<file path="src/rtl/systolic_pkg.sv">
// Shared definitions for the systolic multiplier read-out path.
`timescale 1ns/1ps
package systolic_pkg;

   // Accumulator result width, common to mac_unit acc_out and the drain.
   localparam int ACC_DATA_W = 16;

   typedef enum logic [2:0] {
      IDLE,
      REQ,
      WAIT,
      STREAM,
      DONE
   } drain_state_t;

endpackage

</file>
<file path="src/rtl/drain_row_buffer.sv">
// One row of accumulator results, loaded in parallel and read back by column.
`timescale 1ns/1ps
module drain_row_buffer
   import systolic_pkg::*;
#(
   parameter int N      = 4,
   parameter int DATA_W = ACC_DATA_W,
   parameter int IDX_W  = $clog2(N)
) (
   input  logic                clk,
   input  logic                rst_n,
   input  logic                load,
   input  logic [N*DATA_W-1:0] row_data,
   input  logic [IDX_W-1:0]    rd_idx,
   output logic [DATA_W-1:0]   rd_val
);

   logic [DATA_W-1:0] mem [N];

   always_ff @(posedge clk or negedge rst_n) begin
      if (!rst_n) begin
         for (int i = 0; i < N; i++) mem[i] <= '0;
      end else if (load) begin
         for (int i = 0; i < N; i++) mem[i] <= row_data[i*DATA_W +: DATA_W];
      end
   end

   assign rd_val = mem[rd_idx];

endmodule

</file>
<file path="src/rtl/systolic_result_drain.sv">
// Drains the N x N accumulator grid row by row and streams it out
// element by element with row/column tags.
`timescale 1ns/1ps
module systolic_result_drain
   import systolic_pkg::*;
#(
   parameter int N      = 4,
   parameter int DATA_W = ACC_DATA_W,
   parameter int IDX_W  = $clog2(N)
) (
   input  logic                clk,
   input  logic                rst_n,
   input  logic                start,
   output logic                busy,
   output logic                done,
   output logic                rd_en,
   output logic [IDX_W-1:0]    rd_row,
   input  logic [N*DATA_W-1:0] rd_data,
   output logic                out_valid,
   input  logic                out_ready,
   output logic [DATA_W-1:0]   out_data,
   output logic [IDX_W-1:0]    out_row,
   output logic [IDX_W-1:0]    out_col,
   output logic                out_last
);

   // Stream handshake: an element transfers on the rising edge where
   // out_valid && out_ready. Once raised, out_valid and the element fields
   // stay stable until that edge; out_valid never depends on out_ready.

   localparam logic [IDX_W-1:0] LAST_IDX = IDX_W'(N - 1);

   drain_state_t      state;
   logic [IDX_W-1:0]  row;
   logic [IDX_W-1:0]  col;
   logic [IDX_W-1:0]  next_col;
   logic [DATA_W-1:0] next_val;

   assign next_col = col + IDX_W'(1);

   // Output data is registered, so the buffer is read one column ahead.
   drain_row_buffer #(
      .N      (N),
      .DATA_W (DATA_W),
      .IDX_W  (IDX_W)
   ) u_row_buffer (
      .clk      (clk),
      .rst_n    (rst_n),
      .load     (state == WAIT),
      .row_data (rd_data),
      .rd_idx   (next_col),
      .rd_val   (next_val)
   );

   always_ff @(posedge clk or negedge rst_n) begin
      if (!rst_n) begin
         state     <= IDLE;
         row       <= '0;
         col       <= '0;
         busy      <= 1'b0;
         done      <= 1'b0;
         rd_en     <= 1'b0;
         rd_row    <= '0;
         out_valid <= 1'b0;
         out_data  <= '0;
         out_row   <= '0;
         out_col   <= '0;
         out_last  <= 1'b0;
      end else begin
         case (state)
            IDLE: begin
               if (start) begin
                  state  <= REQ;
                  row    <= '0;
                  busy   <= 1'b1;
                  rd_en  <= 1'b1;
                  rd_row <= '0;
               end
            end
            REQ: begin
               state <= WAIT;
               rd_en <= 1'b0;
            end
            WAIT: begin
               // Column 0 comes straight from the bus; the buffer is loading now.
               state     <= STREAM;
               col       <= '0;
               out_valid <= 1'b1;
               out_data  <= rd_data[0 +: DATA_W];
               out_row   <= row;
               out_col   <= '0;
               out_last  <= 1'b0;
            end
            STREAM: begin
               if (out_ready) begin
                  if (col != LAST_IDX) begin
                     col      <= next_col;
                     out_data <= next_val;
                     out_col  <= next_col;
                     out_last <= (row == LAST_IDX) && (next_col == LAST_IDX);
                  end else begin
                     out_valid <= 1'b0;
                     out_last  <= 1'b0;
                     if (row != LAST_IDX) begin
                        state  <= REQ;
                        row    <= row + IDX_W'(1);
                        rd_en  <= 1'b1;
                        rd_row <= row + IDX_W'(1);
                     end else begin
                        state <= DONE;
                        done  <= 1'b1;
                     end
                  end
               end
            end
            DONE: begin
               state <= IDLE;
               done  <= 1'b0;
               busy  <= 1'b0;
               row   <= '0;
               col   <= '0;
            end
            default: state <= IDLE;
         endcase
      end
   end

endmodule

</file>
<file path="config.mk">
export PLATFORM = sky130hd
export DESIGN_NAME = systolic_result_drain
export DESIGN_NICKNAME = d
export VERILOG_FILES = /design/src/rtl/systolic_pkg.sv /design/src/rtl/drain_row_buffer.sv /design/src/rtl/systolic_result_drain.sv
export SDC_FILE = /design/constraint.sdc
export NUM_CORES = 1
export LEC_CHECK = 0
export BUFFER_PORTS_ARGS = -buffer_cell sky130_fd_sc_hd__clkbuf_2
export CORE_AREA = 2 2 130 94
export DETAILED_ROUTE_END_ITERATION = 8
export DIE_AREA = 0 0 132 96
export PLACE_DENSITY = 0.72
export SKIP_LAST_GASP = 1
export SYNTH_ARGS = -nofsm -noshare
export SYNTH_HDL_FRONTEND = slang
export SYNTH_HIERARCHICAL = 1
export SYNTH_SLANG_ARGS = --single-unit
</file>
<file path="constraint.sdc">
create_clock -name clk -period 4.6 [get_ports clk]
set_input_delay 0.92 -clock clk [delete_from_list [all_inputs] [get_ports clk]]
set_output_delay 0.92 -clock clk [all_outputs]
set_load 0.1 [all_outputs]
</file>
==> out/results.tsv, run 1 <==
stage	metric	value	unit
timing	Clock Skew	0.005420	ns
logic_synthesis	post-synthesis compound-gate area fraction	3.590	%
timing	post-route minimum period	2.480	ns
timing	setup repair after global routing missed its margin	false	
logic_synthesis	post-synthesis simple-gate area fraction	3.368	%
critical_path	Req. time, crit path	4.82	ns
detailed_routing	Detailed Route WL	9068	um
clocking	H-tree levels	3	
logic_synthesis	Synth Area in Adders	0.8350	%
clocking	CTS tree	built	
logic_synthesis	yosys warns	6	
finish	Final nets	451	
die	Initial Util	39.31	%
critical_path	worst reg-to-reg path cell count	4	
logic_synthesis	XOR/XNOR Fraction of Synth Area	0	%
logic_synthesis	largest family of logic cells by synthesized area	multiplexers	
critical_path	reg-to-reg endpoint	u_row_buffer/mem[55]	
run	max_cap viols	0	
detailed_routing	total number of vias	2688	
logic_synthesis	Synthesized Nets	361	
critical_path	Worst Path Arrival	2.70	ns
detailed_routing	DRT iter0 DRCs	95	
grt	vias in the first global route	2894	
clocking	Inserted Clock Buffers	9	
clocking	CTS clk-pin slew, worst paths	0.06	ns
finish	layout cells sized above 1	59.48	%
placement	detailed placement HPWL	6277	um
timing	f_max	0.4033	GHz
detailed_routing	DRC errors left	0	
timing	final hold vios	0	
clocking	post-CTS setup buffer count	0	
detailed_routing	per-cell routed wire length	16.73	um
finish	antenna cells	0	
timing	Final setup viols	0	
grt	overall routing resource usage	15.71	%
die	DIE WIDTH	132	um
die	DIE HEIGHT	96	um
placement	GPL Wtd Cong	0.7948	
logic_synthesis	Avg Inst Size Synth	15.50	um2
critical_path	slowest CP cell	nor2_4	
logic_synthesis	Yosys reg bits	98	
grt	first-pass GRT wire length	15190	um
critical_path	reg2reg start	state[1]	
critical_path	Startpoint Class	flop	
critical_path	Largest stage delay, worst path	0.61	ns
critical_path	crit path cell chain	nand2b_4, nor2_4, buf_4, mux2_2	
status	status	finished clean	
grt	initial antenna violation count	0	
detailed_routing	routed vias/inst	4.959	
timing	Slew Limit Fails	0	
placement	I/O Buffers	94	
logic_synthesis	post-synthesis instance total	290	
critical_path	Setup CP Type	flop to flop	
clocking	# resized after CTS	0	
clocking	Clock Sinks	98	
die	die footprint	12670	um2
worst_hold_path	Hold WC Path Type	flop to flop	
logic_synthesis	mux share of post-synthesis cell area	33.73	%
clocking	CTS Hold Bufs	0	
die	num rows	33	
timing	Slew @ Worst Pin	0.8450	ns
grt	largest net degree at the start of global routing	68	
timing	setup TNS	0	ns
logic_synthesis	post-synthesis sequential area ratio	54.55	%
finish	Layout Area Growth over Synthesis	19.65	%
clocking	Clock Latency Late Sink	0.34	ns
worst_hold_path	worst hold stages	1	
clocking	Root Buffer	clkbuf_16	
worst_hold_path	hold worst-path end	u_row_buffer/mem[12]	
critical_path	crit path max fanout	38	
critical_path	crit path capture type	flop	
critical_path	R2R setup slack	2.12	ns
logic_synthesis	post-synthesis cell type count	35	
timing	Slew headroom	43.67	%
detailed_routing	TritonRoute pass-1 iters	4	
timing	fin crit share	53.91	%
detailed_routing	Final ANT Viol Nets	0	
worst_hold_path	worst hold start	u_row_buffer/mem[12]	
die	Ports	95	
logic_synthesis	synthesized area	4496	um2
die	Core ar.	11440	um2
grt	grt total ovfl	0	
clocking	clock buffer depth	2	
worst max-delay path by stage:
stage / from / endpoint / slack (ns) / cells past startpoint
floorplan: col[0] / out_data[10] / 2.53 / 8
CTS: state[1] / u_row_buffer/mem[55] / 2.09 / 4
global route: state[1] / u_row_buffer/mem[55] / 1.89 / 4
global placement: state[1] / u_row_buffer/mem[39] / 2.17 / 4
detailed placement: state[1] / u_row_buffer/mem[58] / 2.10 / 4
finish: state[1] / u_row_buffer/mem[55] / 2.12 / 4
cells by family after synthesis:
group / Yosys count
adder cells (fa/ha/maj): 3
AO/OA/AOI/OAI: 21
buffers and inverters: 25
multiplexers: 117
AND/OR/NAND/NOR: 26
flip-flops: 98
per-stage QoR:
stage / hold slack, ns / area (um2) / utilization (%) / std cells / worst slack, ns
floorplan: 0.4718 / 4496 / - / 290 / 2.528
global route: 0.5195 / 5379 / 47.03 / 542 / 1.893
CTS: 0.5060 / 5379 / 47.03 / 542 / 2.087
finish: 0.5001 / 5379 / 47.03 / 542 / 2.120
detailed placement: 0.4911 / 5049 / 44.14 / 526 / 2.099
global placement: 0.4841 / 5049 / 44.14 / 526 / 2.166
cells in the final DEF, fill, tap and decap left out, types with 2 or more instances in the layout:
cell type | netlist | final
bufinv_16 | 0 | 2
o21ai_0 | 4 | 4
o31ai_1 | 4 | 4
mux2_2 | 98 | 98
nor2_1 | 8 | 7
dfrtp_1 | 98 | 98
inv_1 | 6 | 6
nor3_1 | 3 | 3
clkbuf_8 | 0 | 2
mux4_1 | 6 | 6
nand3_1 | 2 | 2
buf_4 | 0 | 5
mux4_2 | 10 | 10
ha_1 | 3 | 3
clkbuf_16 | 0 | 9
nand3b_1 | 2 | 2
a211o_1 | 2 | 2
clkbuf_2 | 0 | 93
nand2_1 | 3 | 3
a21oi_1 | 3 | 3
mux2i_1 | 3 | 3
final cells by class:
type / count / area [um2]
Fill cell: 1044 / 6058
Multi-Input combinational cell: 167 / 1874
Sequential cell: 98 / 2452
Timing Repair Buffer: 98 / 503.0
Inverter: 6 / 22.52
Tap cell: 157 / 196.4
Clock buffer: 12 / 256.5
Clock inverter: 4 / 73.82
layer usage:
layer / GRT usage (%) / part of all wire [%] / up-vias
met5: 0 / 0 / -
met4: 5.435 / 1.3 / 0
met3: 5.687 / 6.4 / 11
met2: 25.30 / 46 / 66
met1: 19.90 / 46 / 1349
li1: - / - / 1262
worst max-delay path: cells and delay by family, from the launching register on:
kind                   cells  cell delay, ns
buffers and inverters      1            0.55
flip-flops                 1            0.60
multiplexers               1            0.39
AND/OR/NAND/NOR            2            0.77
sequential cells by signal, summed over array words and instances (netlist names), 2 cells and up:
name	flops
col	2
state	3
rd_row	2
u_row_buffer/mem	64
row	2
out_data	16
out_col	2
out_row	2
synth_stat cells, drive strengths merged:
library cell	count	area (um2)
a211o	3	27.53
a21o	1	7.510
a21oi	4	31.28
a22oi	1	7.510
a2bb2oi	1	8.760
and3	2	13.77
buf	19	153.9
dfrtp	98	2452
ha	3	37.54
inv	6	22.52
mux2	98	1104
mux2i	3	30.03
mux4	16	382.9
nand2	3	11.26
nand2b	2	20.02
nand3	2	10.01
nand3b	2	15.01
nor2	8	30.03
nor2b	1	6.260
nor3	3	15.01
nor4b	1	8.760
o21ai	4	20.02
o21bai	1	7.510
o311ai	1	8.760
o31ai	5	42.54
or3	1	11.26
or4b	1	10.01
Power of run 1 is left out: the tool's default activity adds up to more than one toggle a clock period on the data nets, which glitch-free logic cannot reach.
==> run 2, diff against run 1 <==
- ABC_AREA: default -> 1
- CORE_AREA: 2 2 130 94 -> 2 2 134 97
- DIE_AREA: 0 0 132 96 -> 0 0 136 99
- PLACE_DENSITY: 0.72 -> 0.71
- clock period: 4.6 -> 2.6 ns (I/O delays scaled with it)
==> run 2 against run 1 <==
- fmax increased by 20%
- worst hold slack got worse by 0.39 ns
- synthesized area increased by 6.2%
- wire length increased by 28%
- core utilization is 0.15 points lower
==> out/results.tsv, run 2 <==
stage	metric	value	unit
finish	antenna cells	0	
detailed_routing	DRC errors left	0	
finish	Reg with most FFs	u_row_buffer/mem	
timing	final hold vios	0	
critical_path	R2R setup slack	0.54	ns
logic_synthesis	Avg Inst Size Synth	7.648	um2
finish	Layout Area Growth over Synthesis	19.53	%
logic_synthesis	Post-synth ARST share	100.0	%
clocking	post-CTS setup buffer count	0	
timing	fin crit share	79.27	%
timing	Slew Limit Fails	0	
finish	Final nets	778	
die	num rows	34	
die	Core ar.	12170	um2
logic_synthesis	post-synthesis cell type count	21	
placement	post-place setup slack	0.5945	ns
critical_path	Setup CP Type	flop to flop	
timing	setup ws final	0.5390	ns
placement	detailed placement HPWL	8417	um
logic_synthesis	post-synth top area cell	dfrtp_1	
finish	post-layout util	46.88	%
detailed_routing	DRT iter0 DRCs	274	
critical_path	reg2reg start	col[0]	
timing	Final setup viols	0	
grt	initial antenna violation count	0	
critical_path	Req. time, crit path	2.82	ns
placement	placed inst area	5338	um2
timing	Clock Skew	0.007244	ns
logic_synthesis	top cells by count, synth	277 x nand2_1, 98 x dfrtp_1, 77 x inv_1	
grt	vias in the first global route	3978	
clocking	Clock Sinks	98	
critical_path	crit path capture type	flop	
timing	Fin Hold WS	0.1074	ns
die	Ports	95	
finish	most frequent cells in the layout	277 x nand2_1, 98 x dfrtp_1, 93 x clkbuf_2	
clocking	CTS Hold Bufs	0	
grt	overall routing resource usage	18.77	%
clocking	Root Buffer	clkbuf_16	
logic_synthesis	count leader, synth	nand2_1	
clocking	CTS clk-pin slew, worst paths	0.07	ns
logic_synthesis	largest cells by area after synthesis	dfrtp_1 51%, nand2_1 22%, inv_1 6.1%	
logic_synthesis	Yosys reg bits	98	
clocking	Inserted Clock Buffers	9	
detailed_routing	Detailed Route WL	11570	um
finish	max reg flops	64	
die	DIE WIDTH	136	um
logic_synthesis	top_reg_cell synth	dfrtp_1	
detailed_routing	per-cell routed wire length	13.24	um
critical_path	Worst Path Arrival	2.28	ns
logic_synthesis	Synthesized Nets	695	
detailed_routing	total number of vias	4119	
finish	post-route design area	5704	um2
logic_synthesis	share of the synthesized area in the top cell type	51.39	%
logic_synthesis	post-synthesis sequential area ratio	51.39	%
critical_path	Startpoint Class	flop	
finish	top flop regs	u_row_buffer/mem (64), out_data (16), state (3)	
clocking	CTS tree	built	
finish	layout cells sized above 1	18.96	%
finish	# fillers	1262	
die	die footprint	13460	um2
logic_synthesis	post-synthesis instance total	624	
timing	f_max	0.4852	GHz
clocking	Clock Latency Late Sink	0.35	ns
run	max_cap viols	0	
die	Initial Util	39.22	%
logic_synthesis	Post-synth EDFFs	0	
timing	Slew headroom	54.13	%
timing	setup repair after global routing missed its margin	false	
critical_path	reg-to-reg endpoint	out_data[3]	
timing	setup TNS	0	ns
grt	first-pass GRT wire length	19490	um
critical_path	crit path max fanout	18	
status	status	finished clean	
critical_path	worst reg-to-reg path cell count	10	
clocking	clock buffer depth	2	
power_and_ir_drop	Peak VDD IR	0.001018	V
power_and_ir_drop	total power	8.840	mW
detailed_routing	Final ANT Viol Nets	0	
grt	largest net degree at the start of global routing	43	
finish	post-route insts no fill	874	
logic_synthesis	synthesized area	4772	um2
finish	register area	2452	um2
placement	GPL Wtd Cong	0.8087	
placement	Cells after DPL	858	
clocking	# resized after CTS	0	
power_and_ir_drop	leakage	3.160	nW
detailed_routing	routed vias/inst	4.713	
finish	commonest non-fill, non-tap cell in the layout	nand2_1	
finish	area of the multi-input gates	1782	um2
detailed_routing	TritonRoute pass-1 iters	5	
worst_hold_path	Hold WC Path Type	primary input to asynchronous set/reset pin	
timing	Slew @ Worst Pin	0.6865	ns
clocking	H-tree levels	3	
power_and_ir_drop	pwr/cell area	1550	nW/um2
placement	I/O Buffers	94	
logic_synthesis	yosys warns	6	
timing	post-route minimum period	2.061	ns
die	DIE HEIGHT	99	um
grt	grt total ovfl	0	
run 2: cell count changes after synthesis, moves of 8 or more:
cell	before	now
mux2_2	98	0
inv_1	6	77
nand2_1	3	277
o21ai_1	0	8
nand3_1	2	41
o21ai_0	4	57
mux4_2	10	0
run 2: final cells by class:
type	instances	area share (%)
sequential	98	42.99
tap	162	3.553
clock buffer	10	4.014
inverter	82	5.440
clock inverter	6	2.413
timing repair buffer	103	10.35
multi-input combinational	413	31.23
run 2: worst max path at each step:
| stage | start | endpoint | cells after the start |
|---|---|---|---|
| detailed placement | col[0] | out_data[11] | 10 |
| CTS | col[0] | out_data[3] | 10 |
| finish | col[0] | out_data[3] | 10 |
| global route | col[0] | out_data[4] | 10 |
| global placement | col[0] | out_data[11] | 10 |
| floorplan | col[0] | out_data[10] | 12 |
run 2: report_power, final:
part | total, mW | switching (mW) | internal (mW)
Clock | 1.62 | 0.577 | 1.04
Sequential | 2.55 | 0.299 | 2.25
Combinational | 4.67 | 3.53 | 1.14
run 2: cells by family (layout without fill, tap and decap cells):
logic type | Yosys count | in the layout | share of synthesized area [%]
flops | 98 | 98 | 51.39
fa+ha+maj | 3 | 3 | 0.7867
buf+inv | 113 | 201 | 11.43
compound gates | 70 | 70 | 7.577
simple gates | 340 | 340 | 28.81
run 2: metal layers:
layer | GRT usage [%] | part of all wire [%] | wire length [um]
met5 | 0 | 0 | 0
met4 | 4.728 | 1.2 | 137
met3 | 5.453 | 6.7 | 774
met2 | 27.64 | 43 | 4995
met1 | 27.18 | 49 | 5664
run 2: worst max-delay path: stages (launching register included):
cell     delay (ns)
dfrtp_1        0.38
inv_1          0.06
ha_1           0.28
inv_1          0.47
inv_2          0.28
nand3_1        0.15
nand2_1        0.06
nand2_1        0.07
nand2_1        0.05
nand2_1        0.06
nand2_1        0.07
(Power assumes the default switching activity.)
==> run 3, diff against run 2 <==
- PLACE_DENSITY: 0.71 -> 0.74
- clock period: 2.6 -> 1.75 ns (I/O delays scaled with it)
==> run 3 against run 2 <==
- design area increased by 0.81%
- wire length increased by 1.2%
- worst setup slack got worse by 0.36 ns
- critical path type unchanged
- largest cell class unchanged
==> out/results.tsv, run 3 (synthesis results as in run 2) <==
stage	metric	value	unit
timing	Fin Hold WS	0.04651	ns
detailed_routing	routed vias/inst	4.717	
critical_path	crit path capture type	flop	
grt	overall routing resource usage	18.75	%
timing	Slew headroom	62.20	%
critical_path	R2R setup slack	0.18	ns
clocking	CTS clk-pin slew, worst paths	0.07	ns
finish	post-layout util	47.26	%
die	DIE HEIGHT	99	um
die	DIE WIDTH	136	um
clocking	H-tree levels	3	
finish	# fillers	1231	
status	status	finished clean	
power_and_ir_drop	leakage	3.178	nW
power_and_ir_drop	pwr/cell area	2322	nW/um2
critical_path	reg2reg start	col[0]	
clocking	post-CTS setup buffer count	0	
die	Initial Util	39.22	%
timing	Final setup viols	0	
detailed_routing	Final ANT Viol Nets	0	
detailed_routing	per-cell routed wire length	13.38	um
die	die footprint	13460	um2
detailed_routing	DRT iter0 DRCs	342	
timing	post-route minimum period	1.571	ns
clocking	CTS Hold Bufs	0	
critical_path	Startpoint Class	flop	
placement	I/O Buffers	94	
finish	Reg with most FFs	u_row_buffer/mem	
placement	detailed placement HPWL	8450	um
clocking	CTS tree	built	
run	max_cap viols	0	
detailed_routing	Detailed Route WL	11710	um
grt	grt total ovfl	0	
finish	Layout Area Growth over Synthesis	20.50	%
clocking	clock buffer depth	2	
clocking	Inserted Clock Buffers	9	
grt	largest net degree at the start of global routing	99	
placement	Cells after DPL	859	
timing	f_max	0.6366	GHz
critical_path	Req. time, crit path	2.03	ns
timing	Slew Limit Fails	0	
finish	post-route design area	5751	um2
timing	setup TNS	0	ns
worst_hold_path	Hold WC Path Type	primary input to asynchronous set/reset pin	
finish	layout cells sized above 1	19.21	%
die	num rows	34	
critical_path	crit path max fanout	16	
detailed_routing	TritonRoute pass-1 iters	7	
die	Core ar.	12170	um2
power_and_ir_drop	Peak VDD IR	0.001519	V
finish	antenna cells	0	
clocking	Root Buffer	clkbuf_16	
grt	initial antenna violation count	0	
detailed_routing	total number of vias	4127	
placement	post-place setup slack	0.07106	ns
clocking	# resized after CTS	0	
timing	fin crit share	89.76	%
clocking	Clock Sinks	98	
die	Ports	95	
finish	Final nets	779	
timing	Clock Skew	0.007465	ns
finish	register area	2452	um2
finish	most frequent cells in the layout	277 x nand2_1, 98 x dfrtp_1, 93 x clkbuf_2	
grt	first-pass GRT wire length	19670	um
critical_path	worst reg-to-reg path cell count	10	
finish	post-route insts no fill	875	
critical_path	reg-to-reg endpoint	out_data[3]	
timing	Slew @ Worst Pin	0.5694	ns
finish	max reg flops	64	
timing	final hold vios	0	
critical_path	worst setup path startpoint	col[0]	
placement	GPL Wtd Cong	0.8793	
grt	vias in the first global route	4060	
critical_path	Setup CP Type	flop to flop	
finish	commonest non-fill, non-tap cell in the layout	nand2_1	
clocking	Clock Latency Late Sink	0.35	ns
power_and_ir_drop	total power	13.35	mW
placement	placed inst area	5370	um2
timing	setup repair after global routing missed its margin	false	
detailed_routing	DRC errors left	0	
finish	top flop regs	u_row_buffer/mem (64), out_data (16), state (3)	
finish	area of the multi-input gates	1782	um2
timing	setup ws final	0.1792	ns
critical_path	Worst Path Arrival	1.85	ns
-- run 3: changes by cell type in the layout (fill, tap and decap cells not counted) --
| cell | delta |
|---|---|
| inv_6 | -1 |
| buf_12 | +2 |
| clkinv_2 | +1 |
| inv_4 | +2 |
| buf_4 | -2 |
| buf_8 | +1 |
| inv_1 | -1 |
| clkbuf_8 | +1 |
| inv_2 | -1 |
| clkinv_4 | -1 |
-- run 3: metal layers --
metal / global-route usage [%] / vias up / wire length, um
met5: 0 / - / 0
met4: 4.888 / 0 / 160
met3: 4.218 / 17 / 724
met2: 29.30 / 113 / 5234
met1: 26.46 / 1929 / 5586
li1: - / 2068 / -
-- run 3: where the power goes --
| group | leakage [nW] | total (mW) | internal, mW | switching, mW |
|---|---|---|---|---|
| registers | 1.21 | 3.78 | 3.34 | 0.440 |
| logic | 1.79 | 7.15 | 1.83 | 5.32 |
| clock network | 0.180 | 2.42 | 1.58 | 0.843 |
| total | 3.18 | 13.4 | 6.75 | 6.61 |
-- run 3: worst max-delay path by stage --
| stage | endpoint | depth (start not counted) |
|---|---|---|
| finish | out_data[3] | 10 |
| global route | out_data[6] | 10 |
| CTS | out_data[5] | 10 |
| detailed placement | out_data[13] | 10 |
| global placement | out_data[13] | 10 |
| floorplan | out_data[10] | 12 |
-- run 3: area by class of cell --
cell class	instances	area share (%)
well taps	162	3.525
inverters	82	5.483
flip-flops and latches	98	42.65
clock buffers	11	4.221
repair buffers	104	10.97
multi-input cells	413	30.98
clock inverters	5	2.176
-- run 3: worst max-delay path, stage by stage, from the launching register on --
cell and delay [ns]:
dfrtp_1 0.38, inv_1 0.09, ha_1 0.31, inv_2 0.11
buf_8 0.17, nand3_1 0.12, nand2_1 0.10, nand2_1 0.06
nand2_1 0.06, nand2_1 0.05, nand2_1 0.06
